[src/rtl/mult_pkg.sv]
// Shared types and constants for the sequential radix-4 multiplier.
package mult_pkg;

  typedef enum logic [2:0] {
    ST_IDLE,
    ST_PREP,
    ST_ITER,
    ST_FIX,
    ST_DONE
  } state_e;

  localparam int unsigned MULT_WIDTH = 32;
  localparam int unsigned ITERS      = MULT_WIDTH / 2;

  // Two multiplier bits are retired per iteration.
  function automatic int unsigned iters_for(input int unsigned width);
    return width / 2;
  endfunction

endpackage

[src/rtl/mux4to1_wide.sv]
// Parameterised 4:1 selector picking one of {0, M, 2M, 3M} partial products.
module mux4to1_wide #(
  parameter int unsigned W = 34
) (
  input  logic [W-1:0] d0_i,
  input  logic [W-1:0] d1_i,
  input  logic [W-1:0] d2_i,
  input  logic [W-1:0] d3_i,
  input  logic [1:0]   sel_i,
  output logic [W-1:0] y_o
);

  always_comb begin
    y_o = d0_i;
    case (sel_i)
      2'd1:    y_o = d1_i;
      2'd2:    y_o = d2_i;
      2'd3:    y_o = d3_i;
      default: y_o = d0_i;
    endcase
  end

endmodule

[src/rtl/mult_radix4_seq.sv]
// Sequential radix-4 (2 bits/cycle) signed/unsigned multiplier producing a
// 2*WIDTH product split into Hi/Lo; sign handled by magnitude + final negate.
module mult_radix4_seq
  import mult_pkg::*;
#(
  parameter int unsigned WIDTH = 32
) (
  input  logic             Clk,
  input  logic             Reset_n,
  input  logic             Start,
  input  logic             Signed,
  input  logic [WIDTH-1:0] A,
  input  logic [WIDTH-1:0] B,
  output logic             Busy,
  output logic             Done,
  output logic [WIDTH-1:0] Hi,
  output logic [WIDTH-1:0] Lo
);

  localparam int unsigned NITER = iters_for(WIDTH);
  localparam int unsigned CW    = (NITER > 1) ? $clog2(NITER) : 1;
  localparam int unsigned MW    = WIDTH + 2;

  state_e           state_q, state_d;
  logic [WIDTH-1:0] a_q, a_d, b_q, b_d;
  logic             mode_q, mode_d;
  logic             sign_q, sign_d;
  logic [MW-1:0]    m_q, m_d, m3_q, m3_d, acc_q, acc_d;
  logic [WIDTH-1:0] q_q, q_d;
  logic [CW-1:0]    cnt_q, cnt_d;
  logic             busy_q, busy_d, done_q, done_d;
  logic [WIDTH-1:0] hi_q, hi_d, lo_q, lo_d;

  logic [WIDTH-1:0]   mag_a_c, mag_b_c;
  logic [MW-1:0]      m2_c, sel_c;
  logic [MW:0]        sum_c;
  logic [2*WIDTH-1:0] prod_c, fixed_c;
  logic               unused_acc_c;

  // Negating the most negative value yields 2^(WIDTH-1), which is exact as unsigned.
  assign mag_a_c = (mode_q & a_q[WIDTH-1]) ? WIDTH'(-a_q) : a_q;
  assign mag_b_c = (mode_q & b_q[WIDTH-1]) ? WIDTH'(-b_q) : b_q;
  assign m2_c    = {m_q[MW-2:0], 1'b0};

  mux4to1_wide #(.W(MW)) u_sel (
    .d0_i  ('0),
    .d1_i  (m_q),
    .d2_i  (m2_c),
    .d3_i  (m3_q),
    .sel_i (q_q[1:0]),
    .y_o   (sel_c)
  );

  // Single accumulator adder; the carry-out is kept as the new top bit.
  assign sum_c   = {1'b0, acc_q} + {1'b0, sel_c};
  assign prod_c  = {acc_q[WIDTH-1:0], q_q};
  assign fixed_c = (mode_q & sign_q) ? (2*WIDTH)'(-prod_c) : prod_c;
  assign unused_acc_c = ^acc_q[MW-1:WIDTH];

  always_comb begin
    state_d = state_q;
    a_d     = a_q;
    b_d     = b_q;
    mode_d  = mode_q;
    sign_d  = sign_q;
    m_d     = m_q;
    m3_d    = m3_q;
    acc_d   = acc_q;
    q_d     = q_q;
    cnt_d   = cnt_q;
    hi_d    = hi_q;
    lo_d    = lo_q;
    busy_d  = 1'b0;
    done_d  = 1'b0;

    case (state_q)
      ST_IDLE: begin
        if (Start) begin
          a_d     = A;
          b_d     = B;
          mode_d  = Signed;
          state_d = ST_PREP;
        end
      end
      ST_PREP: begin
        m_d     = MW'(mag_a_c);
        m3_d    = MW'(mag_a_c) + (MW'(mag_a_c) << 1);
        sign_d  = a_q[WIDTH-1] ^ b_q[WIDTH-1];
        acc_d   = '0;
        q_d     = mag_b_c;
        cnt_d   = '0;
        state_d = ST_ITER;
      end
      ST_ITER: begin
        acc_d = MW'(sum_c[MW:2]);
        q_d   = {sum_c[1:0], q_q[WIDTH-1:2]};
        cnt_d = CW'(cnt_q + 1'b1);
        if (cnt_q == CW'(NITER - 1)) state_d = ST_FIX;
      end
      ST_FIX: begin
        hi_d    = fixed_c[2*WIDTH-1:WIDTH];
        lo_d    = fixed_c[WIDTH-1:0];
        state_d = ST_DONE;
      end
      ST_DONE: state_d = ST_IDLE;
      default: state_d = ST_IDLE;
    endcase

    // Flags are registered from the next state so they align with it.
    busy_d = (state_d == ST_PREP) || (state_d == ST_ITER) || (state_d == ST_FIX);
    done_d = (state_d == ST_DONE);
  end

  always_ff @(posedge Clk) begin
    if (!Reset_n) begin
      state_q <= ST_IDLE;
      a_q     <= '0;
      b_q     <= '0;
      mode_q  <= 1'b0;
      sign_q  <= 1'b0;
      m_q     <= '0;
      m3_q    <= '0;
      acc_q   <= '0;
      q_q     <= '0;
      cnt_q   <= '0;
      busy_q  <= 1'b0;
      done_q  <= 1'b0;
      hi_q    <= '0;
      lo_q    <= '0;
    end else begin
      state_q <= state_d;
      a_q     <= a_d;
      b_q     <= b_d;
      mode_q  <= mode_d;
      sign_q  <= sign_d;
      m_q     <= m_d;
      m3_q    <= m3_d;
      acc_q   <= acc_d;
      q_q     <= q_d;
      cnt_q   <= cnt_d;
      busy_q  <= busy_d;
      done_q  <= done_d;
      hi_q    <= hi_d;
      lo_q    <= lo_d;
    end
  end

  assign Busy = busy_q;
  assign Done = done_q;
  assign Hi   = hi_q;
  assign Lo   = lo_q;

endmodule

[config.mk]
export PLATFORM = sky130hd
export DESIGN_NAME = mult_radix4_seq
export DESIGN_NICKNAME = d
export VERILOG_FILES = /design/src/rtl/mult_pkg.sv /design/src/rtl/mux4to1_wide.sv /design/src/rtl/mult_radix4_seq.sv
export SDC_FILE = /design/constraint.sdc
export NUM_CORES = 1
export LEC_CHECK = 0
export ABC_AREA = 0
export CAP_MARGIN = 20
export CELL_PAD_IN_SITES_DETAIL_PLACEMENT = 1
export CELL_PAD_IN_SITES_GLOBAL_PLACEMENT = 1
export CORE_AREA = 2 2 205 207
export CTS_CLUSTER_SIZE = 28
export DETAILED_ROUTE_END_ITERATION = 6
export DIE_AREA = 0 0 207 209
export PLACE_DENSITY_LB_ADDON = 0.1
export SYNTH_ARGS = -nofsm -noshare
export SYNTH_HDL_FRONTEND = slang
export SYNTH_SLANG_ARGS = --single-unit
[constraint.sdc]
create_clock -name Clk -period 4.4 [get_ports Clk]
set_input_delay 0.66 -clock Clk [delete_from_list [all_inputs] [get_ports Clk]]
set_output_delay 0.66 -clock Clk [all_outputs]
set_load 0.05 [all_outputs]
# Word-level counts from Yosys, hierarchy flattened
# Index checks and enable logic that the tools add are counted.
[classes]
n_addsub = 6
eq_ne = 11
muxes = 10
n_bitwise = 4
n_reduce_logical = 5
[op_table]
columns = ["operator", "n"]
rows = [
  ["$pmux 34 s3", 1],
  ["$pmux 34 s2", 1],
  ["$mux 32", 2],
  ["$mux 64", 1],
  ["$neg 32->32", 2],
  ["$neg 64->64", 1],
  ["$pmux 32 s2", 1],
  ["$add 34x34->35", 1],
  ["$add 32x33->34", 1],
  ["$eq 3x2->1 const B", 4],
  ["$pmux 3 s4", 1],
  ["$pmux 4 s2", 1],
  ["$eq 3x1->1 const B", 2],
  ["$mux 3", 2],
  ["$add 4x1->4 const B", 1],
  ["$eq 2x2->1 const B", 2],
  ["$eq 4x4->1 const B", 1],
  ["$and 1x1->1", 3],
  ["$eq 3x3->1 const B", 1],
  ["$logic_not 3->1", 1],
  ["$eq 2x1->1 const B", 1],
  ["$logic_or 1x1->1", 2],
  ["$reduce_and 2->1", 1],
  ["$reduce_bool 2->1", 1],
  ["$xor 1x1->1", 1],
]
[word_totals]
regBits = 271
inputBits = 68

# Longest topological paths before layout
# Gate-level depths: netlist of the first run.
[logic_depth]
depth_word = 6
ltp_mapped = 17
ltp_nobuf = 16

# Modules after synthesis
# A second synthesis of the first run with hierarchy kept.
[hier_totals]
cells_unflattened = 2014
hier_area_um2 = 16387.0
[by_module_without_submodules]
columns = ["module", "n_inst", "cells_each", "area_each_um2"]
rows = [
  ["mult_radix4_seq", 1, 1972, 15516.1],
  ["mux4to1_wide", 1, 42, 870.8],
]

# Worst setup path after synthesis of the first run
# Ideal clock, no wire load.
[synth_path]
path_kind = "flip-flop to flip-flop"
startpoint = "reg a_q[2]"
endpoint = "reg m3_q[32]"
setup_ps = 120
arrival_time_ps = 4027
required_ps = 4280
slack_ps = 253
stages_incl_launch_ff = 18
path_buffers = 2
cell_sequence = "dfxtp_1 -> buf_6 -> or4_4 -> nor4_4 -> nand2_2 -> or4_4 -> o31ai_2 -> xnor2_1 -> ha_1 -> clkbuf_1 -> a21oi_1 -> nand4b_1 -> a221oi_1 -> nor2_1 -> or3b_2 -> o221ai_1 -> or3_1 -> nand3_1"
[synth_between]
elab_chain_cells = 3
[synth_rtl]
columns = ["element", "line", "rtl"]
rows = [
  ["start, declared", "mult_radix4_seq.sv:25", "logic [WIDTH-1:0] a_q, a_d, b_q, b_d;"],
  ["start signal, assigned", "mult_radix4_seq.sv:117", "a_q <= '0;"],
  ["start signal, assigned", "mult_radix4_seq.sv:132", "a_q <= a_d;"],
  ["$neg 32->32", "mult_radix4_seq.sv:41", "assign mag_a_c = (mode_q & a_q[WIDTH-1]) ? WIDTH'(-a_q) : a_q;"],
  ["$mux 32", "mult_radix4_seq.sv:41", ""],
  ["net mag_a_c[27]", "mult_radix4_seq.sv:34", "logic [WIDTH-1:0] mag_a_c, mag_b_c;"],
  ["$add 32x33->34", "mult_radix4_seq.sv:87", "m3_d = MW'(mag_a_c) + (MW'(mag_a_c) << 1);"],
  ["end signal, assigned", "mult_radix4_seq.sv:137", "m3_q <= m3_d;"],
  ["end, declared", "mult_radix4_seq.sv:28", "logic [MW-1:0] m_q, m_d, m3_q, m3_d, acc_q, acc_d;"],
]
# The timed path passes the listed nets, and every way through them passes these cells.
# A chain may end at the register's enable or synchronous reset.

# Worst setup path in the final report of the first run
[layout_path]
startpoint = "reg q_q[1]"
endpoint = "reg acc_q[26]"
[layout_between]
elab_chain_cells = 4
elab_cells_between_ends = 6
[layout_rtl]
columns = ["element", "line", "rtl"]
rows = [
  ["start, declared", "mult_radix4_seq.sv:29", "logic [WIDTH-1:0] q_q, q_d;"],
  ["start signal, assigned", "mult_radix4_seq.sv:139", "q_q <= q_d;"],
  ["$eq 2x2->1 or $eq 2x1->1 (tied branches)", "mux4to1_wide.sv:15", "case (sel_i)"],
  ["$pmux 34 s3 (*)", "mux4to1_wide.sv:15", ""],
  ["$add 34x34->35 (*)", "mult_radix4_seq.sv:55", "assign sum_c = {1'b0, acc_q} + {1'b0, sel_c};"],
  ["$pmux 34 s2 (*)", "mult_radix4_seq.sv:76", "case (state_q)"],
  ["end signal, assigned", "mult_radix4_seq.sv:123", "acc_q <= '0;"],
  ["end signal, assigned", "mult_radix4_seq.sv:138", "acc_q <= acc_d;"],
  ["end, declared", "mult_radix4_seq.sv:28", ""],
]
# Mark *: on every way between the ends. The rest lies on a longest branch, timed or not. The select of a mux whose other input is x is not followed.

==> results.json, run 1 <==
{
  "run_status": "complete, no violations",
  "drt_wl_total_um": 52500,
  "crit_path_end_kind": "flop",
  "final-setup-viol-count": 0,
  "cp.arrival_ps": 4540,
  "start_util_pct": 39.2,
  "power_leakage_nw": 7.34,
  "routedWlPerCell_um": 19.2,
  "port_buffers": 133,
  "vdd_drop_max_mv": 0.264,
  "drive_gt1_share_pct": 6.87,
  "critPathKind": "flop to flop",
  "path_max_fanout": 10,
  "synth_area_um2": 16200,
  "r2r_slack_ps": 240,
  "relSlewSlack_pct": 37.8,
  "start_kind": "flop",
  "syn-instance-count": 2100,
  "r2r-end": "acc_q[26]",
  "stdcell_area_um2": 19300,
  "die_h_um": 209,
  "coreArea_um2": 41300,
  "fp.dieW_um": 207,
  "fmax_ghz": 0.240,
  "track_usage_pct": 23.7,
  "num_rows": 75,
  "grt-ovfl-total": 0,
  "synthToLayoutAreaGrowth_pct": 19.1,
  "synth_edf_count": 0,
  "cts_num_sinks": 269,
  "clock_latency_ps": 560,
  "min_path_type": "flop to flop",
  "ys_seq_elements": 269,
  "drt_pass1_iterations": 5,
  "n_antenna_cell": 0,
  "htreeDepth": 2,
  "place_area_um2": 18000,
  "vias": 15480,
  "cts.path.max_buffers": 3,
  "avgSynthCellArea_um2": 7.71,
  "numCtsBuffers": 34,
  "ys_warn_count": 0,
  "grt_pass1_vias": 15445,
  "final_max_slew_viol_count": 0,
  "final_hold_viol_count": 0,
  "fin_skew_ps": 33.4,
  "finalNetCount": 2315,
  "ys.flop_type": "dfxtp_1",
  "yosysSeqAreaShare_pct": 33.3,
  "seqCellArea_um2": 5390,
  "vias_per_cell": 5.66,
  "initialDrtViolationCount": 1013,
  "grt_max_degree": 113,
  "cts_root_buf": "clkbuf_16",
  "antenna_found_initial": 0,
  "synth_cell_types": 83,
  "drc": 0,
  "cts_hold_buf": 0,
  "dieArea_um2": 43300,
  "rsz0062_at_grt": "no",
  "synth_fp_nets": 2244,
  "fin_crit_sh_pct": 94.5,
  "fillers": 4992,
  "reg2reg_depth": 17,
  "dp_hpwl_um": 39100,
  "setup_tns_ps": 0,
  "ant_nets": 0,
  "tritoncts": "yes",
  "r2r-start": "q_q[1]",
  "cap_violations": 0,
  "ios": 134,
  "grt_pass1_wl_um": 84700,
  "hold_end": "m3_q[13]",
  "fin_crit_ps": 4160,
  "worstHoldStart": "m3_q[13]",
  "clk_pin_slew_ps": 60,
  "multiInputGateArea_um2": 10300,
  "synthArstFlopShare_pct": 0,
  "worst-slew-pin-transition_ps": 932,
  "hold_depth": 2,
  "required_ps": 4780,
  "p_per_area_nw_per_um2": 355,
  "gp_congestion": 0.882
}
cell usage in the layout (no fill, tap or decap), types with 11 or more instances in the layout:
cell	n
or3_1	24
a222oi_1	30
clkdlybuf4s50_1	132
or4_1	12
o211ai_1	11
nand2b_1	16
a22oi_1	37
clkbuf_16	35
a31oi_1	22
nand4_1	18
o21ai_0	104
nor3_1	61
a21oi_1	230
nor2_1	228
nand3_1	37
inv_1	36
and3_1	14
nand2_1	281
a21o_1	44
xnor2_1	82
nor4_1	17
dfxtp_1	269
o31ai_1	16
ha_1	71
o21bai_1	11
xor2_1	70
buf_4	36
a211oi_1	44
cell usage after synthesis (all sizes together), types with 44 or more instances:
| master | number | area, µm² |
|---|---|---|
| ha | 74 | 926 |
| xor2 | 70 | 613 |
| dfxtp | 269 | 5390 |
| clkbuf | 126 | 473 |
| a211oi | 44 | 330 |
| o21ai | 107 | 536 |
| nand2 | 282 | 1060 |
| a21oi | 234 | 1170 |
| nor2 | 230 | 866 |
| a21o | 44 | 330 |
| xnor2 | 84 | 736 |
| nor3 | 64 | 330 |
through the flow:
| stage | power, mW | worst slack [ps] | std cells | utilization, % | hold slack [ps] |
|---|---|---|---|---|---|
| floorplan | 3.51 | 253 | 2100 | - | 431 |
| global placement | 3.90 | 186 | 2671 | 43.5 | 438 |
| detailed placement | 3.93 | 86.7 | 2671 | 43.5 | 449 |
| CTS | 6.90 | 32.7 | 2733 | 46.4 | 457 |
| global route | 7.15 | 5.37 | 2736 | 46.7 | 473 |
| finish | 6.85 | 241 | 2736 | 46.7 | 457 |
worst max path at each step:
| stage | from | end | slack [ps] |
|---|---|---|---|
| 2_1_floorplan | a_q[2] | m3_q[32] | 250 |
| 3_3_place_gp | a_q[3] | m3_q[32] | 190 |
| 3_5_place_dp | a_q[3] | m3_q[30] | 90 |
| 4_1_cts | a_q[3] | m3_q[30] | 30 |
| 5_1_grt | q_q[1] | acc_q[26] | 5 |
| 6_report | q_q[1] | acc_q[26] | 240 |
cell type report:
type	count	share of cell area (%)
Tap cell	539	3.50
Multi-Input combinational cell	1657	53.2
Clock buffer	43	4.85
Sequential cell	269	27.9
Timing Repair Buffer	172	8.57
Inverter	37	0.746
Clock inverter	19	1.21
report_power, final:
group	internal [mW]	switching (mW)
combinational	0.431	0.791
sequential	2.55	0.135
clock	1.76	1.17
total	4.75	2.10
cells by family after synthesis:
logic type / synth area share [%]
AND/OR/NAND/NOR: 22.4
AO/OA/AOI/OAI: 25.6
adder cells (fa/ha/maj): 5.97
XOR/XNOR: 8.33
multiplexers: 0.379
flip-flops: 33.3
buffers and inverters: 4.12
metal layers:
metal | track usage, % | wire (µm)
met2 | 36.0 | 22400
met5 | 0 | 0
met1 | 35.2 | 27200
met4 | 5.86 | 881
met3 | 3.44 | 2080
worst max-delay path, cell delays in order (launching register included):
cell       delay, ps
dfxtp_1          380
inv_1            140
ha_1             160
buf_4            160
nor2_1            60
nor3b_1          240
ha_1             260
inv_1             80
fa_1             380
nand2b_1         220
a2111oi_1        390
a211oi_1         130
buf_4            170
a211o_1          330
a31o_2           270
a31o_2           270
xor2_1           200
o21ai_0          120
flip-flops by register name (all words and copies together), names as in the netlist:
name / cells
Done: 1
m_q: 31
sign_q: 1
b_q: 32
m3_q: 34
Lo: 32
Busy: 1
state_q: 3
Hi: 32
a_q: 32
q_q: 32
mode_q: 1
cnt_q: 4
acc_q: 33
repair_timing:
item                       CTS  global route
setup endpoints to repair    0            13
buffers inserted             0             1
resized for setup            0            20
Power figures use the tool's default switching activity.
==> run 2: changes to the inputs <==
- CORE_AREA: 2 2 205 207 -> 2 2 195 197
- DIE_AREA: 0 0 207 209 -> 0 0 197 199
- clock period: 4.4 -> 4.7 ns (I/O delays scaled with it)
==> results.json, run 2 (synthesis results as in run 1) <==
{
  "run_status": "finished with violations",
  "violations": "DRC",
  "relSlewSlack_pct": 25.3,
  "synthToLayoutAreaGrowth_pct": 17.2,
  "vias": 15376,
  "cp.arrival_ps": 4890,
  "cp_cell_sequence": "or4_4 -> nor4_4 -> nand2_2 -> or4_4 -> o31ai_2 -> xnor2_1 -> ha_1 -> a21oi_1 -> nand4b_1 -> a221oi_1 -> nor2_1 -> or3b_2 -> o221ai_1 -> or3_1 -> nand3_1",
  "finalNetCount": 2301,
  "grt_max_degree": 88,
  "die_h_um": 199,
  "preCtsSetupSlack_ps": 316,
  "coreArea_um2": 37100,
  "vdd_drop_max_mv": 0.275,
  "fmax_ghz": 0.227,
  "drt_wl_total_um": 50900,
  "cpMaxStageDelayCell": "or4_4",
  "num_rows": 71,
  "largest_register_ffs": 34,
  "crit_path_max_incr_delay_ps": 580,
  "track_usage_pct": 25.7,
  "grt-ovfl-total": 0,
  "fin_skew_ps": 11.5,
  "hold_slack_ps": 456,
  "start_kind": "flop",
  "drive_gt1_share_pct": 5.73,
  "final_max_slew_viol_count": 0,
  "p_per_area_nw_per_um2": 332,
  "rsz0062_at_grt": "no",
  "ant_nets": 0,
  "dieArea_um2": 39200,
  "cts.path.max_buffers": 3,
  "antenna_found_initial": 1,
  "final-setup-viol-count": 0,
  "numCtsBuffers": 31,
  "cp_common_cell": "or4_4",
  "power_leakage_nw": 7.25,
  "worst_slack_ps": 289,
  "critPathKind": "flop to flop",
  "cap_violations": 0,
  "port_buffers": 133,
  "cts_root_buf": "clkbuf_16",
  "post-cts-setup-buffers": 0,
  "routedWlPerCell_um": 19.2,
  "ios": 134,
  "cts_num_sinks": 269,
  "drt_pass1_iterations": 7,
  "drc": 16,
  "clock_latency_ps": 600,
  "path_max_fanout": 7,
  "crit_path_end_kind": "flop",
  "setup_tns_ps": 0,
  "htreeDepth": 1,
  "worst-slew-pin-transition_ps": 1120,
  "final_hold_viol_count": 0,
  "fillers": 4585,
  "reg.largest.list": "m3_q: 34 flops, acc_q: 33 flops",
  "total_power_mw": 6.30,
  "final_cell_mix": "281 x nand2_1, 269 x dfxtp_1, 233 x a21oi_1, 228 x nor2_1, 132 x clkdlybuf4s50_1",
  "initialDrtViolationCount": 1048,
  "start_util_pct": 43.6,
  "fin_crit_sh_pct": 93.9,
  "dp_hpwl_um": 38200,
  "gp_congestion": 0.877,
  "required_ps": 5180,
  "grt_pass1_wl_um": 82200,
  "min_path_type": "flop to flop",
  "clk_pin_slew_ps": 60,
  "grt_pass1_vias": 15186,
  "n_antenna_cell": 0,
  "tritoncts": "yes",
  "fp.dieW_um": 197,
  "top_register": "m3_q",
  "vias_per_cell": 5.79,
  "fin_crit_ps": 4410,
  "final_common_cell": "nand2_1"
}
## run 2: changes by cell type in the layout (fill, tap and decap cells not counted), sizes merged
cell,change
clkinv,+1
clkinvlp,-1
buf,-11
bufinv,+3
clkbuf,-5
inv,-2
## run 2: power breakdown
part | leakage [nW] | switching (mW) | internal [mW]
logic | 4.51 | 0.728 | 0.388
clock network | 0.551 | 1.04 | 1.63
registers | 2.18 | 0.122 | 2.39
## run 2: path summary, 6_finish.rpt
path	start	to	slack, ps	cells after the start
max	a_q[2]	m3_q[32]	290	15
min	Lo[0]	Lo[0]	460	2
max reg2reg	a_q[2]	m3_q[32]	290	15
min reg2reg	Lo[0]	Lo[0]	460	2
## run 2: cell type report
cell class	instances	area [µm²]	share of cell area (%)
flip-flops and latches	269	5390	28.4
clock inverters	20	303	1.60
multi-input cells	1657	10200	53.6
clock buffers	38	822	4.33
inverters	37	144	0.758
well taps	474	593	3.13
repair buffers	161	1550	8.16
## run 2: layer usage
layer | part of all wire (%) | up-vias | track usage (%)
met5 | 0 | - | 0
met4 | 1.3 | 0 | 4.96
met3 | 4.4 | 46 | 2.61
met2 | 43 | 303 | 40.3
met1 | 51 | 7328 | 38.4
li1 | - | 7699 | -
## run 2: what timing repair did
item	4_1_cts	5_1_grt
hold endpoints to repair	0	0
hold buffers	0	0
setup endpoints to repair	0	1
gates resized for setup	0	4
## run 2: metrics by stage
| stage | instance area, µm² | util [%] | cells |
|---|---|---|---|
| 5_1_grt | 19000 | 51.1 | 2656 |
| 3_3_place_gp | 17800 | 48.0 | 2597 |
| 4_1_cts | 19000 | 51.0 | 2656 |
| 2_1_floorplan | 16200 | - | 2100 |
| 3_5_place_dp | 17800 | 48.0 | 2598 |
| 6_report | 19000 | 51.1 | 2656 |
## run 2: critical path, delay by kind of cell, from the launching register on
family          cells  cell delay [ps]
compound gates      4              890
xor+xnor            1              200
simple gates        9             2490
fa+ha+maj           1              300
flops               1              370
==> run 3: changes to the inputs <==
- CELL_PAD_IN_SITES_DETAIL_PLACEMENT: 1 -> 0
- CELL_PAD_IN_SITES_GLOBAL_PLACEMENT: 1 -> 2
- CORE_AREA: 2 2 195 197 -> 2 2 219 221
- DIE_AREA: 0 0 197 199 -> 0 0 221 223
- GPL_ROUTABILITY_DRIVEN: not set -> 1
==> results.json, run 3 (synthesis results as in run 1) <==
{
  "fillers": 4956,
  "cp.arrival_ps": 4880,
  "met1_usage_pct": 31.7,
  "track_usage_pct": 20.3,
  "top_register": "m3_q",
  "numCtsBuffers": 34,
  "gp_congestion": 0.878,
  "fmax_ghz": 0.227,
  "cts.path.max_buffers": 3,
  "drt_wl_total_um": 51300,
  "coreArea_um2": 47100,
  "final_core_util_pct": 40.6,
  "path_max_fanout": 6,
  "cpMaxStageDelayCell": "or4_4",
  "crit_path_end_kind": "flop",
  "final-setup-viol-count": 0,
  "numPlacedInstances": 2743,
  "crit_buf_inv": 0,
  "grt_pass1_wl_um": 81000,
  "setup_tns_ps": 0,
  "fin_cells": 2806,
  "port_buffers": 133,
  "initialDrtViolationCount": 1017,
  "vias_per_cell": 5.39,
  "drc": 0,
  "final_cell_mix": "281 x nand2_1, 269 x dfxtp_1, 233 x a21oi_1, 228 x nor2_1, 132 x clkdlybuf4s50_1",
  "drt_pass1_iterations": 7,
  "multiInputGateArea_um2": 10200,
  "fin_crit_ps": 4400,
  "run_status": "complete, no violations",
  "grt_max_degree": 92,
  "clk_pin_slew_ps": 60,
  "p_per_area_nw_per_um2": 322,
  "synthToLayoutAreaGrowth_pct": 18.4,
  "reg.largest.list": "m3_q: 34 flops, acc_q: 33 flops",
  "crit_family": "simple AND/OR/NAND/NOR gates",
  "die_h_um": 223,
  "routedWlPerCell_um": 18.3,
  "htreeDepth": 2,
  "clock_latency_ps": 560,
  "dp_hpwl_um": 37900,
  "required_ps": 5180,
  "final_hold_viol_count": 0,
  "fin_crit_sh_pct": 93.6,
  "cts_num_sinks": 269,
  "critPathKind": "flop to flop",
  "start_kind": "flop",
  "use_met2_pct": 28.7,
  "vias": 15129,
  "relSlewSlack_pct": 34.2,
  "antenna_found_initial": 1,
  "cts_hold_buf": 0,
  "tritoncts": "yes",
  "grt-ovfl-total": 0,
  "vdd_drop_max_mv": 0.218,
  "final_max_slew_viol_count": 0,
  "largest_register_ffs": 34,
  "start_util_pct": 34.3,
  "rsz0062_at_grt": "no",
  "crit_path_max_incr_delay_ps": 570,
  "ios": 134,
  "power_leakage_nw": 7.26,
  "final_common_cell": "nand2_1",
  "ant_nets": 0,
  "fin_skew_ps": 27.0,
  "num_rows": 80,
  "use_met3_pct": 2.65,
  "worst-slew-pin-transition_ps": 984,
  "dieArea_um2": 49300,
  "cts_root_buf": "clkbuf_16",
  "min_path_type": "flop to flop",
  "finalNetCount": 2309,
  "seqCellArea_um2": 5390,
  "cap_violations": 0,
  "fp.dieW_um": 221,
  "grt_pass1_vias": 14166,
  "cp_cell_sequence": "nor4_1 -> nor4b_4 -> nand2_2 -> or4_4 -> o31ai_2 -> xnor2_1 -> ha_1 -> a21oi_1 -> nand4b_1 -> a221oi_1 -> nor2_1 -> or3b_2 -> o221ai_1 -> nand4_1 -> nand3_1",
  "drive_gt1_share_pct": 5.98,
  "busiest_layer": "met1"
}
==> run 3: changes by cell type in the layout (fill, tap and decap cells not counted), sizes merged <==
cell,change
buf,+5
clkinv,-2
bufinv,-7
diode,+1
clkbuf,+10
inv,+1
clkinvlp,+1
==> run 3: cell type report <==
type,count,share of cell area (%)
tap,615,4.02
clock buffer,48,5.24
clock inverter,13,0.477
multi-input combinational,1657,53.1
antenna,1,0.0131
inverter,37,0.751
sequential,269,28.1
timing repair buffer,166,8.32
==> run 3: worst reg2reg max path, delay by kind of cell (launching register included) <==
kind	cells	cell delay (ps)
AO/OA/AOI/OAI	4	900
XOR/XNOR	1	210
AND/OR/NAND/NOR	9	2590
flip-flops	1	350
adder cells (fa/ha/maj)	1	300
==> run 3: final timing paths <==
kind	start	end	slack [ps]	cells past startpoint
setup / recovery	a_q[7]	m3_q[32]	300	15
setup reg to reg	a_q[7]	m3_q[32]	300	15
hold / removal	m3_q[10]	m3_q[10]	450	2
hold reg to reg	m3_q[10]	m3_q[10]	450	2
==> run 3: power breakdown <==
part | leakage, nW | switching (mW) | total, mW | internal, mW
Sequential | 2.18 | 0.124 | 2.51 | 2.39
Clock | 0.539 | 1.06 | 2.55 | 1.50
Combinational | 4.54 | 0.721 | 1.11 | 0.386
==> run 3: routing by layer <==
| metal | vias up | wire (µm) |
|---|---|---|
| met2 | 341 | 20800 |
| met1 | 7006 | 27200 |
| met3 | 51 | 2210 |
| met4 | 0 | 1040 |
| li1 | 7731 | - |
| met5 | - | 0 |
==> run 3: timing repair <==
item                                   4_1_cts  5_1_grt
setup endpoints to repair                    0        2
gates resized for setup                      0        1
buffers inserted                             0        0
endpoints found under the hold margin        0        0
==> run 3: stage by stage <==
stage	total power [mW]	instance area (µm²)	setup slack, ps	hold WS, ps
after global routing	6.47	19200	20.2	471
after floorplan	3.29	16200	553	431
after CTS	6.26	19100	297	453
after global placement	3.67	18000	399	440
final	6.17	19200	301	455
after detailed placement	3.67	18000	326	444
